**config.mk**
```make
export PLATFORM = sky130hd
export DESIGN_NAME = booth_pp_gen_flat
export DESIGN_NICKNAME = d
export VERILOG_FILES = /design/src/rtl/booth_pp_gen_if.sv /design/src/rtl/booth_pp_gen.sv /design/src/flat_wrapper.sv
export SDC_FILE = /design/constraint.sdc
export NUM_CORES = 1
export LEC_CHECK = 0
export BUFFER_PORTS_ARGS = -buffer_cell sky130_fd_sc_hd__clkbuf_2
export CELL_PAD_IN_SITES_DETAIL_PLACEMENT = 0
export CELL_PAD_IN_SITES_GLOBAL_PLACEMENT = 1
export CORE_UTILIZATION = 31
export CTS_CLUSTER_SIZE = 40
export DETAILED_ROUTE_END_ITERATION = 10
export HOLD_SLACK_MARGIN = 0.1
export PLACE_DENSITY = 0.62
export SLEW_MARGIN = 20
export SYNTH_ARGS = -nofsm -noshare
export SYNTH_HDL_FRONTEND = slang
export SYNTH_SLANG_ARGS = --single-unit
```
**constraint.sdc**
```tcl
create_clock -name clk -period 8.1 [get_ports clk]
set_clock_uncertainty 0.2 [all_clocks]
set_input_delay 0.81 -clock clk [delete_from_list [all_inputs] [get_ports clk]]
set_output_delay 0.81 -clock clk [all_outputs]
set_load 0.005 [all_outputs]
```
**src/rtl/booth_pp_gen_if.sv**
```systemverilog
// Operand/partial-product bus for the radix-4 Booth generator.
// The master side supplies operands and accepts rows; the slave side is the generator.
interface booth_pp_gen_if #(
    parameter int unsigned TAG_W = 10
);
    logic             in_valid;
    logic             in_ready;
    logic [22:0]      frac_a;
    logic [22:0]      frac_b;
    logic             zero_in;
    logic [TAG_W-1:0] tag_in;

    logic             out_valid;
    logic             out_ready;
    logic [25:0]      pp0;
    logic [25:0]      pp1;
    logic [25:0]      pp2;
    logic [25:0]      pp3;
    logic [25:0]      pp4;
    logic [25:0]      pp5;
    logic [25:0]      pp6;
    logic [25:0]      pp7;
    logic [25:0]      pp8;
    logic [25:0]      pp9;
    logic [25:0]      pp10;
    logic [24:0]      pp11;
    logic [22:0]      pp12;
    logic [11:0]      booth_neg;
    logic [TAG_W-1:0] tag_out;

    modport master (
        output in_valid, frac_a, frac_b, zero_in, tag_in, out_ready,
        input  in_ready, out_valid,
        input  pp0, pp1, pp2, pp3, pp4, pp5, pp6, pp7, pp8, pp9, pp10, pp11, pp12,
        input  booth_neg, tag_out
    );

    modport slave (
        input  in_valid, frac_a, frac_b, zero_in, tag_in, out_ready,
        output in_ready, out_valid,
        output pp0, pp1, pp2, pp3, pp4, pp5, pp6, pp7, pp8, pp9, pp10, pp11, pp12,
        output booth_neg, tag_out
    );
endinterface

```
**src/rtl/booth_pp_gen.sv**
```systemverilog
// Radix-4 Booth partial-product generator: S1 registers operands and digit encodings,
// S2 forms and registers the 13 rows. Elastic valid/ready on both sides.
module booth_pp_gen #(
    parameter int unsigned TAG_W = 10
) (
    input  logic           clk,
    input  logic           rst,
    booth_pp_gen_if.slave  bus
);
    // Handshake
    logic adv2;
    logic accept;
    logic in_ready_c;
    logic s1_valid;
    logic out_valid_q;

    // B extended with B[-1] = 0 at bit 0 so digit i reads bits [2i+2:2i]
    logic [24:0] b_ext;
    logic [11:0] enc_one;
    logic [11:0] enc_two;
    logic [11:0] enc_neg;

    // S1 state
    logic [22:0]      s1_frac_a;
    logic             s1_zero;
    logic [TAG_W-1:0] s1_tag;
    logic [11:0]      s1_one;
    logic [11:0]      s1_two;
    logic [11:0]      s1_neg;

    // S2 row formation and state
    logic [23:0]      a_full;
    logic [24:0]      mag     [12];
    logic [24:0]      xrow    [12];
    logic [25:0]      row_d   [11];
    logic [24:0]      row11_d;
    logic [22:0]      row12_d;
    logic [11:0]      neg_d;

    logic [25:0]      pp_q    [11];
    logic [24:0]      pp11_q;
    logic [22:0]      pp12_q;
    logic [11:0]      neg_q;
    logic [TAG_W-1:0] tag_q;

    assign adv2       = s1_valid & (~out_valid_q | bus.out_ready);
    assign in_ready_c = ~rst & (~s1_valid | adv2);
    assign accept     = bus.in_valid & in_ready_c;

    assign b_ext = {1'b1, bus.frac_b, 1'b0};

    // Digit 12 is always +1 (B[23] = 1, B[25:24] = 0), so only digits 0..11 are encoded
    always_comb begin
        enc_one = '0;
        enc_two = '0;
        enc_neg = '0;
        for (int unsigned i = 0; i < 12; i++) begin
            logic [2:0] t;
            t          = b_ext[2*i +: 3];
            enc_one[i] = t[1] ^ t[0];
            enc_two[i] = (t == 3'b011) || (t == 3'b100);
            enc_neg[i] = t[2] & ~(t[1] & t[0]);
        end
    end

    always_ff @(posedge clk) begin
        if (rst) begin
            s1_valid  <= 1'b0;
            s1_frac_a <= '0;
            s1_zero   <= 1'b0;
            s1_tag    <= '0;
            s1_one    <= '0;
            s1_two    <= '0;
            s1_neg    <= '0;
        end else if (accept) begin
            s1_valid  <= 1'b1;
            s1_frac_a <= bus.frac_a;
            s1_zero   <= bus.zero_in;
            s1_tag    <= bus.tag_in;
            s1_one    <= enc_one;
            s1_two    <= enc_two;
            s1_neg    <= enc_neg;
        end else if (adv2) begin
            s1_valid  <= 1'b0;
        end
    end

    assign a_full = {1'b1, s1_frac_a};

    always_comb begin
        for (int unsigned i = 0; i < 12; i++) begin
            mag[i] = '0;
            if (s1_one[i]) begin
                mag[i] = {1'b0, a_full};
            end else if (s1_two[i]) begin
                mag[i] = {a_full, 1'b0};
            end
            xrow[i] = mag[i] ^ {25{s1_neg[i]}};
        end
    end

    // A zero product keeps only the sign-extension constant in rows 0..10
    always_comb begin
        for (int unsigned i = 0; i < 11; i++) begin
            row_d[i] = s1_zero ? 26'h2000000 : {~s1_neg[i], xrow[i]};
        end
        row11_d = s1_zero ? '0 : xrow[11];
        row12_d = s1_zero ? '0 : s1_frac_a;
        neg_d   = s1_zero ? '0 : s1_neg;
    end

    always_ff @(posedge clk) begin
        if (rst) begin
            out_valid_q <= 1'b0;
            for (int unsigned i = 0; i < 11; i++) begin
                pp_q[i] <= '0;
            end
            pp11_q <= '0;
            pp12_q <= '0;
            neg_q  <= '0;
            tag_q  <= '0;
        end else if (adv2) begin
            out_valid_q <= 1'b1;
            for (int unsigned i = 0; i < 11; i++) begin
                pp_q[i] <= row_d[i];
            end
            pp11_q <= row11_d;
            pp12_q <= row12_d;
            neg_q  <= neg_d;
            tag_q  <= s1_tag;
        end else if (bus.out_ready) begin
            out_valid_q <= 1'b0;
        end
    end

    assign bus.in_ready  = in_ready_c;
    assign bus.out_valid = out_valid_q;
    assign bus.pp0       = pp_q[0];
    assign bus.pp1       = pp_q[1];
    assign bus.pp2       = pp_q[2];
    assign bus.pp3       = pp_q[3];
    assign bus.pp4       = pp_q[4];
    assign bus.pp5       = pp_q[5];
    assign bus.pp6       = pp_q[6];
    assign bus.pp7       = pp_q[7];
    assign bus.pp8       = pp_q[8];
    assign bus.pp9       = pp_q[9];
    assign bus.pp10      = pp_q[10];
    assign bus.pp11      = pp11_q;
    assign bus.pp12      = pp12_q;
    assign bus.booth_neg = neg_q;
    assign bus.tag_out   = tag_q;
endmodule

```
**src/flat_wrapper.sv**
```systemverilog
// flat-port wrapper written by rule: the top's interface ports become plain ports
module booth_pp_gen_flat 
#(
    parameter int unsigned TAG_W = 10
)
  (clk, rst, bus_in_valid, bus_frac_a, bus_frac_b, bus_zero_in, bus_tag_in, bus_out_ready, bus_in_ready, bus_out_valid, bus_pp0, bus_pp1, bus_pp2, bus_pp3, bus_pp4, bus_pp5, bus_pp6, bus_pp7, bus_pp8, bus_pp9, bus_pp10, bus_pp11, bus_pp12, bus_booth_neg, bus_tag_out);
  booth_pp_gen_if #(.TAG_W(TAG_W)) bus_i ();
  input  logic clk;
  input  logic rst;
  input wire logic [$bits(bus_i.in_valid)-1:0] bus_in_valid;
  input wire logic [$bits(bus_i.frac_a)-1:0] bus_frac_a;
  input wire logic [$bits(bus_i.frac_b)-1:0] bus_frac_b;
  input wire logic [$bits(bus_i.zero_in)-1:0] bus_zero_in;
  input wire logic [$bits(bus_i.tag_in)-1:0] bus_tag_in;
  input wire logic [$bits(bus_i.out_ready)-1:0] bus_out_ready;
  output wire logic [$bits(bus_i.in_ready)-1:0] bus_in_ready;
  output wire logic [$bits(bus_i.out_valid)-1:0] bus_out_valid;
  output wire logic [$bits(bus_i.pp0)-1:0] bus_pp0;
  output wire logic [$bits(bus_i.pp1)-1:0] bus_pp1;
  output wire logic [$bits(bus_i.pp2)-1:0] bus_pp2;
  output wire logic [$bits(bus_i.pp3)-1:0] bus_pp3;
  output wire logic [$bits(bus_i.pp4)-1:0] bus_pp4;
  output wire logic [$bits(bus_i.pp5)-1:0] bus_pp5;
  output wire logic [$bits(bus_i.pp6)-1:0] bus_pp6;
  output wire logic [$bits(bus_i.pp7)-1:0] bus_pp7;
  output wire logic [$bits(bus_i.pp8)-1:0] bus_pp8;
  output wire logic [$bits(bus_i.pp9)-1:0] bus_pp9;
  output wire logic [$bits(bus_i.pp10)-1:0] bus_pp10;
  output wire logic [$bits(bus_i.pp11)-1:0] bus_pp11;
  output wire logic [$bits(bus_i.pp12)-1:0] bus_pp12;
  output wire logic [$bits(bus_i.booth_neg)-1:0] bus_booth_neg;
  output wire logic [$bits(bus_i.tag_out)-1:0] bus_tag_out;
  assign bus_i.in_valid = bus_in_valid;
  assign bus_i.frac_a = bus_frac_a;
  assign bus_i.frac_b = bus_frac_b;
  assign bus_i.zero_in = bus_zero_in;
  assign bus_i.tag_in = bus_tag_in;
  assign bus_i.out_ready = bus_out_ready;
  assign bus_in_ready = bus_i.in_ready;
  assign bus_out_valid = bus_i.out_valid;
  assign bus_pp0 = bus_i.pp0;
  assign bus_pp1 = bus_i.pp1;
  assign bus_pp2 = bus_i.pp2;
  assign bus_pp3 = bus_i.pp3;
  assign bus_pp4 = bus_i.pp4;
  assign bus_pp5 = bus_i.pp5;
  assign bus_pp6 = bus_i.pp6;
  assign bus_pp7 = bus_i.pp7;
  assign bus_pp8 = bus_i.pp8;
  assign bus_pp9 = bus_i.pp9;
  assign bus_pp10 = bus_i.pp10;
  assign bus_pp11 = bus_i.pp11;
  assign bus_pp12 = bus_i.pp12;
  assign bus_booth_neg = bus_i.booth_neg;
  assign bus_tag_out = bus_i.tag_out;
  booth_pp_gen #(.TAG_W(TAG_W)) u_core (.clk(clk), .rst(rst), .bus(bus_i));
endmodule
```
* Word-level counts from Yosys, hierarchy flattened *
Memories as Yosys holds them, arrays and structs flattened.
Cells that the tools add are included.
Widths: inputs -> output; s select.

word-level totals
  RAM bits = 286
  bits in registers = 142
  memories = 1

memories
  name         words  width  read ports  clocked after memory_dff  write ports  line                text
  u_core.pp_q  11     26     11          0                         11           booth_pp_gen.sv:40  logic [25:0] pp_q [11];

operators by class
  eq/ne operators = 21
  reductions and logical operators = 13
  bitwise logic cells = 85
  mux-type cells = 58

operators by type and width
  operator            count
  $mux 25             25
  $mux 26             22
  $xor 25x25->25      12
  $eq 3x2->1 const B  10
  $eq 3x3->1 const B  10
  $not 1->1           25
  $and 1x1->1         24
  $mux 23             1
  $or 1x1->1          13
  $mux 12             1
  $xor 1x1->1         11
  $logic_or 1x1->1    10
  $mux 1              9
  $reduce_bool 2->1   2
  $eq 2x2->1 const B  1
  $logic_not 2->1     1

* Logic depth before layout (Yosys ltp) *
Gate-level depths: netlist (run 1).

  word-level depth = 7
  mapped depth = 6

* Least setup slack after synthesis (run 1) *
OpenSTA, ideal clock, no wires.

  kind = input to register
  from = in bus_out_ready
  to = reg u_core.pp11_q[15] (netlist: u_core.bus.pp11[15])
  required time = 7.597 ns
  arrival = 4.948 ns
  cell stages on the path = 6
  path slack = 2.649 ns
  setup time = 0.303 ns
  path through = nand2b_1 buf_2 a21oi_1 inv_1 buf_2 o221ai_1

between the ends
  longest elaborated chain between the ends = 2

ends and longest elaborated chain
  what                  line                 text
  start, declared       flat_wrapper.sv:15   input wire logic [$bits(bus_i.out_ready)-1:0] bus_out_ready;
  $or 1x1->1            booth_pp_gen.sv:46   assign adv2 = s1_valid & (~out_valid_q | bus.out_ready);
  $and 1x1->1           booth_pp_gen.sv:46
  end signal, assigned  booth_pp_gen.sv:127  pp11_q <= row11_d;
  end, declared         booth_pp_gen.sv:41   logic [24:0] pp11_q;

No other way between the ends.
A chain may end at the register's enable or synchronous reset.

* Worst setup path after layout (run 1) *
  from = reg u_core.s1_valid
  to = out bus_in_ready

between the ends
  longest elaborated chain between the ends = 3
  elaborated cells between the ends (all ways) = 4
  classes of those cells = 4 x bitwise

ends and longest elaborated chain
  what                                      line                                    text
  start, declared                           booth_pp_gen.sv:14                      logic s1_valid;
  start signal, assigned                    booth_pp_gen.sv:68                      s1_valid <= 1'b0;
  start signal, assigned                    booth_pp_gen.sv:76                      s1_valid <= 1'b1;
  start signal, assigned                    booth_pp_gen.sv:84                      s1_valid <= 1'b0;
  $and 1x1->1 or $not 1->1 (tied branches)  booth_pp_gen.sv:46, booth_pp_gen.sv:47
  $or 1x1->1 *                              booth_pp_gen.sv:47                      assign in_ready_c = ~rst & (~s1_valid | adv2);
  $and 1x1->1 *                             booth_pp_gen.sv:47
  end, declared                             flat_wrapper.sv:16                      output wire logic [$bits(bus_i.in_ready)-1:0] bus_in_ready;

Every way passes the cells marked *; elsewhere a longest branch is shown, timed or not.

==> impl_results.md, run 1 <==
* Status: completed
* 1st-pass router iterations at 5
* Max incr delay on CP at 0.93 ns
* Mean Syn Cell Area at 9.49 µm²
* Final nets at 2758
* Worst skew pair latency at 0.60 ns
* # hold bufs at CTS at 0
* CTS Root Cell: clkbuf_16
* Crit path kind: flip-flop to output port
* Yosys reg bits at 428
* Clock slew at reported path FFs at 0.06 ns
* Gate Count Post-Synth at 2453
* CORE AREA at 74300 µm²
* Num Clock Sinks at 428
* Tightest Hold Check Type: primary input to flip-flop
* Routed vias at 20152
* Number of global-route vias before repair at 19096
* Register area at 11500 µm²
* P&R area growth vs syn at 18.4%
* Synth Warn # at 0
* Largest net degree at the start of global routing at 163
* DR WL/cell at 22.6 µm
* Std cell rows at 100
* Initial antenna violation count at 3
* WL final at 83500 µm
* Slowest cell on crit path: and3b_1
* Clock buffer depth at 3
* CTS H-tree depth at 2
* First-pass GRT wire length at 123000 µm
* RD Place Congestion at 0.796
* Die width at 276 µm
* Synthesized area at 23300 µm²
* GR Overflow Total at 0
* Maxcap violations at 0
* # fillers at 7444
* Peak Freq at 0.288 GHz
* CP startpoint kind: flip-flop
* WP data required at 7.09 ns
* Iteration-0 DRC Markers at 1564
* Crit-path cells: buf_4 > and3b_1 > nor2_1 > clkbuf_2
* Hold Fails Final Rpt at 0
* CP delay by family, top: simple AND/OR/NAND/NOR gates
* PwrDens at 207 nW/µm²
* Final setup violation count at 0
* Final Core Density at 0.371
* Maximum vdd drop at 0.144 mV
* Post-DRT Antenna Nets at 0
* Slew HR at 0.246
* Ratio of cells with drive above 1 in the final layout at 0.237
* Average vias per placed instance at 5.46
* I/O pins at 419
* Syn nets at 2536
* Worst Setup End Kind: output port
* DIE AREA at 76200 µm²
* Die H at 276 µm
* CTS tree: yes
* Post-CTS Resized at 0
* Postcts setup bufs at 0
* GRT Total Usage at 0.213
* Setup TNS at 0 ns
* Final Cycle Share at 0.429
* PortBufs at 418
* WP buf/inv at 2
* Worst Hold Slack at 0.220 ns
* Fin. max-slew vios at 0
* Worst-Margin Slew at 1.13 ns
* Sequential cell area fraction in the yosys report at 0.491
* Multi-input logic area at 10500 µm²
* Post-route cell area at 27500 µm²
* Hpwl dp at 52900 µm
* Number of CTS-inserted buffers at 53
* Pleak at 10.9 nW
* CP max FO at 29
* Unique masters post-synth at 38
* Minimum clock period at 3.48 ns
* Initial Util at 0.313
* Drt drc at 0
* Arr. time, crit path at 2.47 ns
* Placed instance area at 25800 µm²
* RSZ-0062 raised after global routing: false
==> flip-flops by register name, summed over array words and instances, names as in the netlist <==
| signal | cells |
|---|---|
| u_core.bus.booth_neg | 12 |
| u_core.bus.pp12 | 23 |
| u_core.bus.tag_out | 10 |
| u_core.s1_tag | 10 |
| u_core.bus.out_valid | 1 |
| u_core.s1_frac_a | 23 |
| u_core.pp_q | 286 |
| u_core.s1_valid | 1 |
| u_core.bus.pp11 | 25 |
| u_core.s1_neg | 12 |
| u_core.s1_one | 12 |
| u_core.s1_two | 12 |
| u_core.s1_zero | 1 |
==> synth_stat cells, drive strengths merged <==
master	instances	area, µm²
edfxtp	286	8590
a21oi	268	1340
nand2	255	957
nand3	244	1220
nand3b	243	1820
nor3b	242	1820
clkbuf	238	893
dfxtp	142	2840
inv	61	229
buf	52	275
a22o	47	430
a31o	47	412
and3	47	294
xnor2	36	315
nor2	35	131
and3b	23	201
o211ai	23	173
or2	23	144
and2	22	138
ha	22	275
o2111ai	22	193
o221ai	22	193
nor2b	13	81.3
o21ai	13	65.1
o31ai	11	82.6
mux2i	10	100
nor3	3	31.3
nand2b	2	12.5
nand4	1	6.26
==> stage by stage <==
stage | cells | setup WS (ns) | total power, W
2_1_floorplan | 2453 | 2.65 | 0.00303
3_3_place_gp | 3588 | 4.28 | 0.00334
3_5_place_dp | 3589 | 4.26 | 0.00335
4_1_cts | 3689 | 4.55 | 0.00578
5_1_grt | 3691 | 4.43 | 0.00594
6_report | 3692 | 4.62 | 0.00571
==> per-layer routing <==
| layer | GRT usage | wire [µm] | up-vias | part of all wire |
|---|---|---|---|---|
| met4 | 0.0620 | 1960 | 2 | 0.023 |
| met2 | 0.350 | 39500 | 694 | 0.47 |
| met3 | 0.0301 | 4700 | 114 | 0.056 |
| met5 | 0 | 13 | - | 0.00016 |
| met1 | 0.291 | 37300 | 9961 | 0.45 |
| li1 | - | - | 9381 | - |
==> area by class of cell <==
class | instances | area share
Sequential cell | 428 | 0.416
Multi-Input combinational cell | 1674 | 0.380
Timing Repair Buffer | 457 | 0.0872
Clock buffer | 87 | 0.0594
Tap cell | 969 | 0.0440
Inverter | 61 | 0.00877
Clock inverter | 13 | 0.00413
Antenna cell | 3 | 0.000273
==> power breakdown <==
group | switching, W | internal (W) | total (W) | leakage, nW
logic | 0.000390 | 0.000259 | 0.000649 | 5.80
clock network | 0.000966 | 0.00144 | 0.00240 | 0.853
registers | 0.000186 | 0.00247 | 0.00266 | 4.21
total | 0.00154 | 0.00417 | 0.00571 | 10.9
==> path summary, 6_finish.rpt <==
kind | from | to | slack (ns) | cells past startpoint
setup / recovery | u_core.s1_valid$_SDFFE_PP0P_ | bus_in_ready | 4.62 | 4
setup reg to reg | u_core.bus.out_valid$_SDFFE_PP0P_ | u_core.pp_q[0][206]$_SDFFCE_PP0P_ | 5.07 | 5
hold / removal | bus_frac_b[0] | u_core.s1_two[0]$_SDFFE_PP0P_ | 0.22 | 2
hold reg to reg | u_core.bus.pp12[22]$_SDFFE_PP0P_ | u_core.bus.pp12[22]$_SDFFE_PP0P_ | 0.28 | 1
==> cell usage in the layout, fill, tap and decap left out, drive strengths merged <==
cell type and instances:
clkbuf 505, edfxtp 286, a21oi 268, nand2 255, nand3 244, nand3b 243, nor3b 242, dfxtp 142
inv 62, and3 47, a31o 47, a22o 47, buf 39, xnor2 36, nor2 35, and3b 23
o211ai 23, or2 23, and2 22, o2111ai 22, o221ai 22, ha 22, o21ai 13, nor2b 13
o31ai 11, mux2i 10, clkinv 10, diode 3, nor3 3, nand2b 2, bufinv 2, nand4 1
==> cell families (layout without fill, tap and decap cells) <==
family,count (synthesis),count (layout),share of synthesized area
mux,10,10,0.00430
compound gates,453,453,0.124
simple gates,1153,1153,0.295
flops,428,428,0.491
xor+xnor,36,36,0.0136
buf+inv,351,618,0.0601
other cells,0,3,0
fa+ha+maj,22,22,0.0118
No activity file was read; power rests on OpenSTA's default activity.
==> inputs of run 2 (changes only) <==
--- a/config.mk
+++ b/config.mk
@@ -12,7 +12,7 @@
 export CTS_CLUSTER_SIZE = 40
 export DETAILED_ROUTE_END_ITERATION = 10
 export HOLD_SLACK_MARGIN = 0.1
-export PLACE_DENSITY = 0.62
+export PLACE_DENSITY = 0.64
 export SLEW_MARGIN = 20
 export SYNTH_ARGS = -nofsm -noshare
 export SYNTH_HDL_FRONTEND = slang
==> constraint.sdc (replaced) <==
create_clock -name clk -period 3.1 [get_ports clk]
set_clock_uncertainty 0.2 [all_clocks]
set_input_delay 0.31 -clock clk [delete_from_list [all_inputs] [get_ports clk]]
set_output_delay 0.31 -clock clk [all_outputs]
set_load 0.005 [all_outputs]
==> impl_results.md, run 2 (same netlist as run 1, synthesis figures left out) <==
* DR WL/cell at 22.3 µm
* Dpl ws at 0.716 ns
* Status: completed
* Initial antenna violation count at 5
* Num Clock Sinks at 428
* 1st-pass router iterations at 5
* Register area at 11400 µm²
* Setup ws final at 0.650 ns
* Drt drc at 0
* Worst Setup End Kind: flip-flop
* # fillers at 7396
* RSZ-0062 raised after global routing: false
* Maximum vdd drop at 0.356 mV
* Post-CTS Resized at 0
* I/O pins at 419
* Crit path kind: primary input to flip-flop
* Crit-path cells: dlygate4sd3_1 > clkbuf_2 > nor2b_4 > nand2_2 > buf_12 > o31ai_1 > dlygate4sd3_1
* PortBufs at 418
* P&R area growth vs syn at 23.5%
* Minimum clock period at 2.45 ns
* Worst skew pair latency at 0.60 ns
* Maxcap violations at 0
* Worst-Margin Slew at 1.01 ns
* Iteration-0 DRC Markers at 1714
* WP data required at 3.44 ns
* CTS H-tree depth at 2
* First-pass GRT wire length at 125000 µm
* Multi-input logic area at 10500 µm²
* Largest net degree at the start of global routing at 94
* CTS tree: yes
* Ratio of cells with drive above 1 in the final layout at 0.244
* Die width at 276 µm
* Pleak at 11.5 nW
* Average vias per placed instance at 5.48
* PwrDens at 525 nW/µm²
* CP max FO at 29
* Top reg by flops: u_core.pp_q
* WL final at 84900 µm
* Number of CTS-inserted buffers at 52
* Hpwl dp at 54500 µm
* Clock slew at reported path FFs at 0.06 ns
* Tightest Hold Check Type: primary input to flip-flop
* Final nets at 2873
* Std cell rows at 100
* Post-DRT Antenna Nets at 0
* Setup TNS at 0 ns
* Most used cell, CP: dlygate4sd3_1
* Initial Util at 0.313
* Slowest cell on crit path: dlygate4sd3_1
* GRT Total Usage at 0.216
* CORE AREA at 74300 µm²
* Most frequent cells in the layout: 418 x clkbuf_2, 286 x edfxtp_1, 267 x a21oi_1
* Slew HR at 0.329
* Final Cycle Share at 0.790
* CP startpoint kind: primary input
* Number of global-route vias before repair at 19667
* Final setup violation count at 0
* Max FFs per register at 286
* Arr. time, crit path at 2.79 ns
* Max incr delay on CP at 0.56 ns
* Peak Freq at 0.408 GHz
* Die H at 276 µm
* Commonest non-fill, non-tap cell in the layout: clkbuf_2
* RD Place Congestion at 0.791
* GR Overflow Total at 0
* DIE AREA at 76200 µm²
* Routed vias at 20869
* CTS Root Cell: clkbuf_16
* Fin. max-slew vios at 0
* Clock buffer depth at 3
* Hold Fails Final Rpt at 0
-- run 2: changes by cell type in the layout (fill, tap and decap cells not counted), sizes merged --
| cell | delta |
|---|---|
| clkinv | +1 |
| diode | +2 |
| inv | -1 |
| clkbuf | -2 |
| buf | +43 |
| dlygate4sd3 | +73 |
| bufinv | -1 |
-- run 2: stage by stage --
stage / area, µm² / util / total power [W] / hold slack, ns / std cells
floorplan: 23300 / - / 0.00789 / 0.215 / 2453
global placement: 26200 / 0.353 / 0.00882 / 0.253 / 3632
detailed placement: 26200 / 0.353 / 0.00885 / 0.262 / 3632
CTS: 28700 / 0.387 / 0.0152 / 0.268 / 3802
global route: 28700 / 0.387 / 0.0156 / 0.291 / 3806
finish: 28700 / 0.387 / 0.0151 / 0.266 / 3807
-- run 2: power by group --
part | switching [W] | internal, W
Sequential | 0.000399 | 0.00645
Combinational | 0.00115 | 0.000804
Clock | 0.00256 | 0.00372
Total | 0.00411 | 0.0110
-- run 2: path summary, 6_finish.rpt --
kind,from,end,slack [ns],cells after the start
setup reg to reg,u_core.s1_valid$_SDFFE_PP0P_,u_core.s1_neg[4]$_SDFFE_PP0P_,0.66,5
hold reg to reg,u_core.bus.booth_neg[11]$_SDFFE_PP0P_,u_core.bus.booth_neg[11]$_SDFFE_PP0P_,0.27,2
setup / recovery,rst,u_core.s1_neg[6]$_SDFFE_PP0P_,0.65,7
hold / removal,bus_in_valid,u_core.s1_valid$_SDFFE_PP0P_,0.27,3
-- run 2: timing repair --
item                      in CTS  in global routing
hold endpoints to repair      73                  0
setup buffers                  0                  0
hold buffers                  73                  0
-- run 2: layout make-up --
| type | count | share of cell area |
|---|---|---|
| Sequential cell | 428 | 0.398 |
| Multi-Input combinational cell | 1674 | 0.365 |
| Clock buffer | 85 | 0.0577 |
| Inverter | 61 | 0.00823 |
| Tap cell | 969 | 0.0422 |
| Clock inverter | 12 | 0.00322 |
| Timing Repair Buffer | 573 | 0.125 |
| Antenna cell | 5 | 0.000435 |
-- run 2: per-layer routing --
metal	global-route usage	part of all wire
met1	0.293	0.44
met2	0.358	0.47
met3	0.0304	0.058
met4	0.0617	0.027
met5	0	0.00016
-- run 2: worst max-delay path, delay by kind of cell --
kind | cells | cell delay, ns
buffers and inverters | 4 | 1.70
AND/OR/NAND/NOR | 2 | 0.57
AO/OA/AOI/OAI | 1 | 0.19
